`src/rtl/uart_pkg.sv`:
```
// uart_pkg: UART framing constants and RX state encoding shared by the RX and TX paths.
package uart_pkg;
    localparam int UART_DATA_BITS = 8;
    localparam int BYTES_PER_WORD = 4;
    typedef enum logic [1:0] {IDLE, START, DATA, STOP} rx_state_e;
endpackage

```
`src/rtl/uart_rx.sv`:
```
// uart_rx: 8N1 UART receiver with 2-flop input synchroniser; mirror of uart_tx.
module uart_rx
    import uart_pkg::*;
#(
    parameter int CLKS_PER_BIT = 868
) (
    input  logic       clock,
    input  logic       reset_n,
    input  logic       enable,
    input  logic       serial_in,
    output logic [7:0] o_byte,
    output logic       o_valid,
    output logic       o_frame_error,
    output logic       o_busy
);
    localparam int CW = $clog2(CLKS_PER_BIT);
    localparam logic [CW-1:0] FULL = CW'(CLKS_PER_BIT - 1);
    localparam logic [CW-1:0] HALF = CW'(CLKS_PER_BIT / 2 - 1);
    localparam logic [2:0] LAST_BIT = 3'(UART_DATA_BITS - 1);

    rx_state_e   state_q, state_d;
    logic [1:0]  sync_q, sync_d;
    logic [CW-1:0] cnt_q, cnt_d;
    logic [2:0]  bit_q, bit_d;
    logic [7:0]  shift_q, shift_d;
    logic        valid_q, valid_d;
    logic        ferr_q, ferr_d;
    logic        rx;

    assign rx = sync_q[1];

    always_comb begin
        sync_d  = {sync_q[0], serial_in};
        state_d = state_q;
        cnt_d   = cnt_q + 1'b1;
        bit_d   = bit_q;
        shift_d = shift_q;
        valid_d = 1'b0;
        ferr_d  = 1'b0;
        case (state_q)
            IDLE: begin
                cnt_d = '0;
                if (!rx && enable) state_d = START;
            end
            START: if (cnt_q == HALF) begin
                cnt_d   = '0;
                bit_d   = '0;
                state_d = rx ? IDLE : DATA;
            end
            DATA: if (cnt_q == FULL) begin
                cnt_d   = '0;
                shift_d = {rx, shift_q[7:1]};
                bit_d   = bit_q + 1'b1;
                if (bit_q == LAST_BIT) state_d = STOP;
            end
            STOP: if (cnt_q == FULL) begin
                state_d = IDLE;
                valid_d = rx;
                ferr_d  = !rx;
            end
            default: state_d = IDLE;
        endcase
    end

    always_ff @(posedge clock) begin
        if (!reset_n) begin
            state_q <= IDLE;
            sync_q  <= 2'b11;
            cnt_q   <= '0;
            bit_q   <= '0;
            shift_q <= '0;
            valid_q <= 1'b0;
            ferr_q  <= 1'b0;
        end else begin
            state_q <= state_d;
            sync_q  <= sync_d;
            cnt_q   <= cnt_d;
            bit_q   <= bit_d;
            shift_q <= shift_d;
            valid_q <= valid_d;
            ferr_q  <= ferr_d;
        end
    end

    assign o_byte        = shift_q;
    assign o_valid       = valid_q;
    assign o_frame_error = ferr_q;
    assign o_busy        = state_q != IDLE;
endmodule

```
`src/rtl/write_input_controller.sv`:
```
// write_input_controller: packs received UART bytes LSB-first into words and
// writes them to memory at an auto-incrementing address.
module write_input_controller
    import uart_pkg::*;
#(
    parameter int CLKS_PER_BIT = 868,
    parameter int ADDR_W       = 8,
    parameter int DATA_W       = 32
) (
    input  logic              clock,
    input  logic              reset_n,
    input  logic              enable,
    input  logic              serial_in,
    input  logic [ADDR_W-1:0] i_start_address,
    input  logic              i_load_address,
    output logic              o_mem_enable,
    output logic              o_mem_readWrite,
    output logic [ADDR_W-1:0] o_mem_address,
    output logic [DATA_W-1:0] o_mem_dataIn,
    output logic              o_word_done,
    output logic              o_frame_error,
    output logic              o_busy
);
    logic [7:0]        rx_byte;
    logic              rx_valid, rx_busy, done;
    logic [1:0]        idx_q, idx_d;
    logic [DATA_W-1:0] word_q, word_d, word_ins;
    logic [DATA_W-1:0] data_q, data_d;
    logic [ADDR_W-1:0] ptr_q, ptr_d, wr_addr_q, wr_addr_d;
    logic              en_q, en_d;

    uart_rx #(.CLKS_PER_BIT(CLKS_PER_BIT)) u_rx (
        .clock        (clock),
        .reset_n      (reset_n),
        .enable       (enable),
        .serial_in    (serial_in),
        .o_byte       (rx_byte),
        .o_valid      (rx_valid),
        .o_frame_error(o_frame_error),
        .o_busy       (rx_busy)
    );

    // A load coinciding with completion still writes at the old pointer via wr_addr_q.
    always_comb begin
        done     = rx_valid && idx_q == 2'(BYTES_PER_WORD - 1);
        word_ins = word_q;
        word_ins[{idx_q, 3'b000} +: 8] = rx_byte;
        word_d    = i_load_address ? '0 : rx_valid ? word_ins : word_q;
        idx_d     = i_load_address ? 2'd0 : rx_valid ? idx_q + 1'b1 : idx_q;
        en_d      = done;
        data_d    = done ? word_ins : data_q;
        wr_addr_d = done ? ptr_q : wr_addr_q;
        ptr_d     = i_load_address ? i_start_address : done ? ptr_q + 1'b1 : ptr_q;
    end

    always_ff @(posedge clock) begin
        if (!reset_n) begin
            idx_q     <= '0;
            word_q    <= '0;
            data_q    <= '0;
            ptr_q     <= '0;
            wr_addr_q <= '0;
            en_q      <= 1'b0;
        end else begin
            idx_q     <= idx_d;
            word_q    <= word_d;
            data_q    <= data_d;
            ptr_q     <= ptr_d;
            wr_addr_q <= wr_addr_d;
            en_q      <= en_d;
        end
    end

    assign o_mem_enable    = en_q;
    assign o_word_done     = en_q;
    assign o_mem_readWrite = !en_q;
    assign o_mem_address   = en_q ? wr_addr_q : ptr_q;
    assign o_mem_dataIn    = data_q;
    assign o_busy          = rx_busy || rx_valid || idx_q != 2'd0;
endmodule

```
`config.mk`:
```
export PLATFORM = sky130hd
export DESIGN_NAME = write_input_controller
export DESIGN_NICKNAME = d
export VERILOG_FILES = /design/src/rtl/uart_pkg.sv /design/src/rtl/uart_rx.sv /design/src/rtl/write_input_controller.sv
export SDC_FILE = /design/constraint.sdc
export NUM_CORES = 1
export LEC_CHECK = 0
export BUFFER_PORTS_ARGS = -buffer_cell sky130_fd_sc_hd__buf_2
export CORE_ASPECT_RATIO = 1.5
export CORE_UTILIZATION = 59
export CTS_BUF_LIST = sky130_fd_sc_hd__clkbuf_4 sky130_fd_sc_hd__clkbuf_8
export CTS_CLUSTER_SIZE = 40
export DETAILED_ROUTE_END_ITERATION = 6
export GPL_TIMING_DRIVEN = 0
export PLACE_DENSITY = 0.8
export SKIP_LAST_GASP = 1
export SLEW_MARGIN = 20
export SYNTH_ARGS = -nofsm -noshare
export SYNTH_HDL_FRONTEND = slang
export SYNTH_SLANG_ARGS = --single-unit
```
`constraint.sdc`:
```
create_clock -name clock -period 2.45 [get_ports clock]
set_input_delay 0.1225 -clock clock [delete_from_list [all_inputs] [get_ports clock]]
set_output_delay 0.1225 -clock clock [all_outputs]
set_load 0.005 [all_outputs]
```
Yosys cells after proc, flatten, opt, wreduce, memory -nomap -nowiden
Cells that the tools add are included.

storage, ports and cells
  logic and storage cells = 66
  bits of input ports = 13
  output and inout port bits = 45
  bits in writable memories = 0
  bits in read-only memories = 0
  latch bits = 0
  memories = 0
  register bits = 110

cells by class
  magnitude comparators = 0
  reductions and logical operators = 16
  shift operators = 2
  multipliers = 0
  div/mod/pow operators = 0
  bitwise gates (word level) = 1
  equality and inequality tests = 12
  $add $sub $neg = 5
  mux-type cells = 17

operators with widths
  operator                  number
  $bwmux W32                1
  $shift A8 B7 Y32 const A  1
  $shiftx A8 B7 Y32         1
  $pmux W10 S3              1
  $mux W8                   3
  $mux W10                  2
  $mux W2                   6
  $add A10 B1 Y10 const B   1
  $eq A10 B10 Y1 const B    1
  $eq A10 B9 Y1 const B     1
  $ne A2 B1 Y1 const B      5
  $add A8 B1 Y8 const B     1
  $pmux W2 S4               1
  $reduce_bool A2 Y1        4
  $neg A5 Y7                1
  $eq A2 B2 Y1 const B      3
  $mux W3                   2
  $pmux W3 S2               1
  $reduce_and A3 Y1         2
  $reduce_and A5 Y1         1
  $add A3 B1 Y3 const B     1
  $eq A3 B3 Y1 const B      1
  $add A2 B1 Y2 const B     1
  $eq A2 B1 Y1 const B      1
  7 further kinds           10

Depth between registers and ports, before layout
  depth in word-level cells = 4
  depth in mapped cells = 7
  gate-level depth less buffers = 7

Hierarchy
A second synthesis with hierarchy kept.

second synthesis, totals
  cell total of the unflattened synthesis = 484
  area total of the unflattened synthesis = 4471.8 µm²

by module, submodules not included
  module                  seq. area each (µm²)  instances  cells an instance  area an instance (µm²)
  write_input_controller  1501.4                1          367                3290.7
  uart_rx                 540.5                 1          117                1181.1

Worst setup path before layout
No wires, ideal clock.

  path type = reg2reg
  start point = register u_rx.cnt_q[2]
  end point = register u_rx.state_q[0]
  clock period less this slack = 1909 ps
  data arrival time = 1794 ps
  path slack = 541 ps
  required time = 2335 ps
  path buffers = 0
  library setup time = 115 ps
  stages on the path, launching flop included = 6
  cells stage by stage = dfxtp_1 or3b_4 o41ai_2 o21ai_2 or4_1 and3_1

on the way
  word-level cells in the longest chain between the ends = 3
  elaborated cells between the ends (all ways) = 6
  those cells by class = eq/ne (5); reduce/logical (1)

RTL lines
  what                                             line                                         text
  start, declared                                  uart_rx.sv:23                                logic [CW-1:0] cnt_q, cnt_d;
  start signal, assigned                           uart_rx.sv:77                                cnt_q <= cnt_d;
  $eq A10 B10 Y1 or $eq A10 B9 Y1 (tied branches)  uart_rx.sv:50, uart_rx.sv:56, uart_rx.sv:45
  $ne A2 B1 Y1 (no line)                           -
  $reduce_and A5 Y1 (no line) *                    -
  end signal, assigned                             uart_rx.sv:75                                state_q <= state_d;
  end, declared                                    uart_rx.sv:21                                rx_state_e state_q, state_d;

Mark *: on every way between the ends. The rest lies on a longest branch, timed or not.
A chain may end at the register's enable or synchronous reset.

Final worst setup path
  start point = register idx_q[0]
  end point = register data_q[13] (netlist: o_mem_dataIn[13])

on the way
  word-level cells in the longest chain between the ends = 3
  elaborated cells between the ends (all ways) = 6
  those cells by class = add/sub (1); eq/ne (1); shift (2); mux (1); reduce/logical (1)

RTL lines
  what                                                   line                          text
  start, declared                                        write_input_controller.sv:26  logic [1:0] idx_q, idx_d;
  start signal, assigned                                 write_input_controller.sv:65  idx_q <= idx_d;
  $neg A5 Y7                                             write_input_controller.sv:47  word_ins[{idx_q, 3'b000} +: 8] = rx_byte;
  $shiftx A8 B7 Y32 or $shift A8 B7 Y32 (tied branches)  write_input_controller.sv:47
  $bwmux W32                                             write_input_controller.sv:47
  end signal, assigned                                   write_input_controller.sv:67  data_q <= data_d;
  end, declared                                          write_input_controller.sv:28  logic [DATA_W-1:0] data_q, data_d;

Several ways; a longest one is shown, not always the timed one.

==> results.yml <==
synth:
  yosysSeqAreaShare_pct: 45.7
  syn-num-nets: 534
  yosys_register_bits: 102
  synth_top_area_share_pct: 45.7
  yosysUniqueCellTypes: 38
  synth_area_leaders: "dfxtp_1 46%, nand2_1 7.0%, o211a_1 5.6%"
  synthCells: 506
  yosysWarnings: 0
  yosys.area.top_type: "dfxtp_1"
  syn_avg_cell_area_um2: 8.83
  synth_area_mm2: 0.00447
setup_path:
  crit_path_start_kind: "flop"
  cp_data_arrival_time_ns: 2.56
  path_class: "flop to flop"
  worstPathRequired_ns: 2.72
  worstSetupEndpointType: "flop"
  critPathMaxFanout: 10
routing:
  drc_errors: 0
  firstDrtPassIters: 4
  routedWlPerCell_um: 14.4
  antenna_left: 0
  drt_iter0_markers: 136
  vias: 3754
  via_per_inst: 5.52
  drt-total-wl_um: 9800
global_routing:
  track_usage_pct: 26.5
  grtUsageMet3_pct: 4.57
  grt_pass1_wl_um: 16200
  grt_util_met2_pct: 47.0
  met1_usage_pct: 30.4
  grt_pass1_vias: 3619
  grt_max_degree: 17
  overflow: 0
  top_usage_layer: "met2"
  antenna_found_initial: 0
timing:
  rsz0062_at_grt: "false"
  slew_viol_final: 0
  tns_ns: 0
  finalSetupViolations: 0
  period_share_pct: 93.6
  relSlewSlack_pct: 52.0
  skew_ns: 0.0106
  hold_viol: 0
  max_freq_ghz: 0.436
  post-route-min-period_ns: 2.29
  worst_pin_slew_ns: 0.715
  fin_hold_ws_ns: 0.0330
die:
  die_x_um: 73.0
  rows: 38
  core_area_mm2: 0.00727
  die-area_mm2: 0.00793
  dieHeight_um: 109
  io_pins: 58
  initial_core_util_pct: 61.4
cts:
  clockBufferDepth: 2
  clock-sinks: 102
  clockRootBuffer: "clkbuf_8"
  cts_buffers: 9
  htree_levels: 3
  cts.clk_slew.worst_paths_ns: 0.10
  tritoncts: "done"
  clock_latency_ns: 0.37
placement:
  dp.final_hpwl_um: 7130
  gp_congestion: 0.861
  port_buffers: 56
  placed_area_mm2: 0.00487
  dpl.cell_count: 662
layout:
  diodes: 0
  area_growth_pct: 14.9
  layout_commonest_cell: "dfxtp_1"
  fin_area_mm2: 0.00513
  stdcell_count: 680
  final_cell_mix: "102 x dfxtp_1, 83 x nand2_1, 58 x buf_2, 42 x nor2_1, 28 x a21oi_1"
  layout.nets: 603
  drive_above_1_share_pct: 15.9
power:
  pwr-share-clk_pct: 38.9
  powerDensity_mw_per_mm2: 584
  power_frac_seq_pct: 56.4
  sw_frac_of_total_pct: 22.1
  p_comb_share_pct: 4.7
  p_int_mw: 2.33
  ir_drop_mv: 0.443
  p_leak_nw: 2.21
  p_sw_uw: 663
hold_path:
  hp-class: "primary input to flop"
run_status:
  outcome: "completed"
flow_run:
  maxCapViolCount: 0
[what timing repair did]
item / in CTS / in global routing
setup endpoints to repair: 0 / 19
setup buffers: 0 / 0
endpoints found under the hold margin: 2 / 0
gates resized for setup: 0 / 4
hold buffers: 2 / 0
[metal layers]
layer  wire, µm  vias up
li1           -     1875
met1       4220     1771
met2       4960       88
met3        395       20
met4        221        0
met5          0        -
[final timing paths]
path	slack [ns]	endpoint	start	cells after the start
max reg2reg	0.16	o_mem_dataIn[13]$_SDFFE_PN0P_	idx_q[0]$_SDFFE_PP0P_	7
min reg2reg	0.41	u_rx.sync_q[1]$_SDFF_PN1_	u_rx.sync_q[0]$_SDFF_PN1_	1
max	0.16	o_mem_dataIn[13]$_SDFFE_PN0P_	idx_q[0]$_SDFFE_PP0P_	7
min	0.03	ptr_q[7]$_SDFFE_PN0P_	i_start_address[7]	3
[layout make-up]
type | count | area (µm²)
sequential | 102 | 2040
clock inverter | 6 | 83.8
multi-input combinational | 357 | 2260
timing repair buffer | 58 | 300
clock buffer | 10 | 138
buffer | 34 | 135
tap | 100 | 125
fill | 591 | 2140
inverter | 13 | 48.8
[synth_stat cells (all sizes together)]
cell and n:
o41ai 2, xor2 7, nand3b 2, and2 5, nand4b 1, a2bb2oi 1
dfxtp 102, or3b 1, inv 13, or4 2, nor2b 25, nor4bb 1
clkbuf 28, a21oi 28, a21boi 24, a211oi 24, nor3 3, mux2 8
xnor2 9, nor2 42, and4 1, o211a 25, mux2i 4, nand2b 4
nor4 3, and3 4, nand4 5, o21ai 10, nand3 16, ha 15
buf 6, nand2 83, o211ai 2
[power groups by stage]
stage          sequential [mW]  clock, mW  combinational, mW
4_1_cts                   1.69       1.18              0.141
3_5_place_dp              1.73          0              0.138
6_report                  1.69       1.17              0.140
3_3_place_gp              1.73          0              0.133
5_1_grt                   1.69       1.25              0.156
2_1_floorplan             1.72          0             0.0940
[cell families after synthesis]
family	count (synthesis)	share of synthesized area [%]
AO/OA/AOI/OAI	116	19.2
adder cells (fa/ha/maj)	15	4.20
XOR/XNOR	16	3.14
buffers and inverters	47	4.09
multiplexers	12	2.91
AND/OR/NAND/NOR	198	20.8
flip-flops	102	45.7
[sequential cells by signal, summed over array words and instances, names as in the netlist, 2 cells and up, named ones only]
signal and cells:
o_mem_dataIn 32, idx_q 2, u_rx.cnt_q 10, word_q 24, u_rx.sync_q 2, u_rx.bit_q 3
ptr_q 8, u_rx.o_byte 8, wr_addr_q 8
[critical path, cell delays in order, from the launching register on]
cell	delay (ns)
dfxtp_1	0.49
ha_1	0.26
and2_1	0.15
clkbuf_1	0.22
clkbuf_1	0.44
buf_1	0.38
nand2_1	0.11
o211a_1	0.14
[metrics by stage]
stage	setup slack, ns	utilization (%)	power (mW)
2_1_floorplan	0.541	-	1.82
3_3_place_gp	0.121	67.0	1.86
3_5_place_dp	0.0460	67.0	1.87
4_1_cts	0.0236	70.3	3.01
5_1_grt	0.00463	70.5	3.10
6_report	0.158	70.5	3.00
Power figures use the tool's default switching activity.
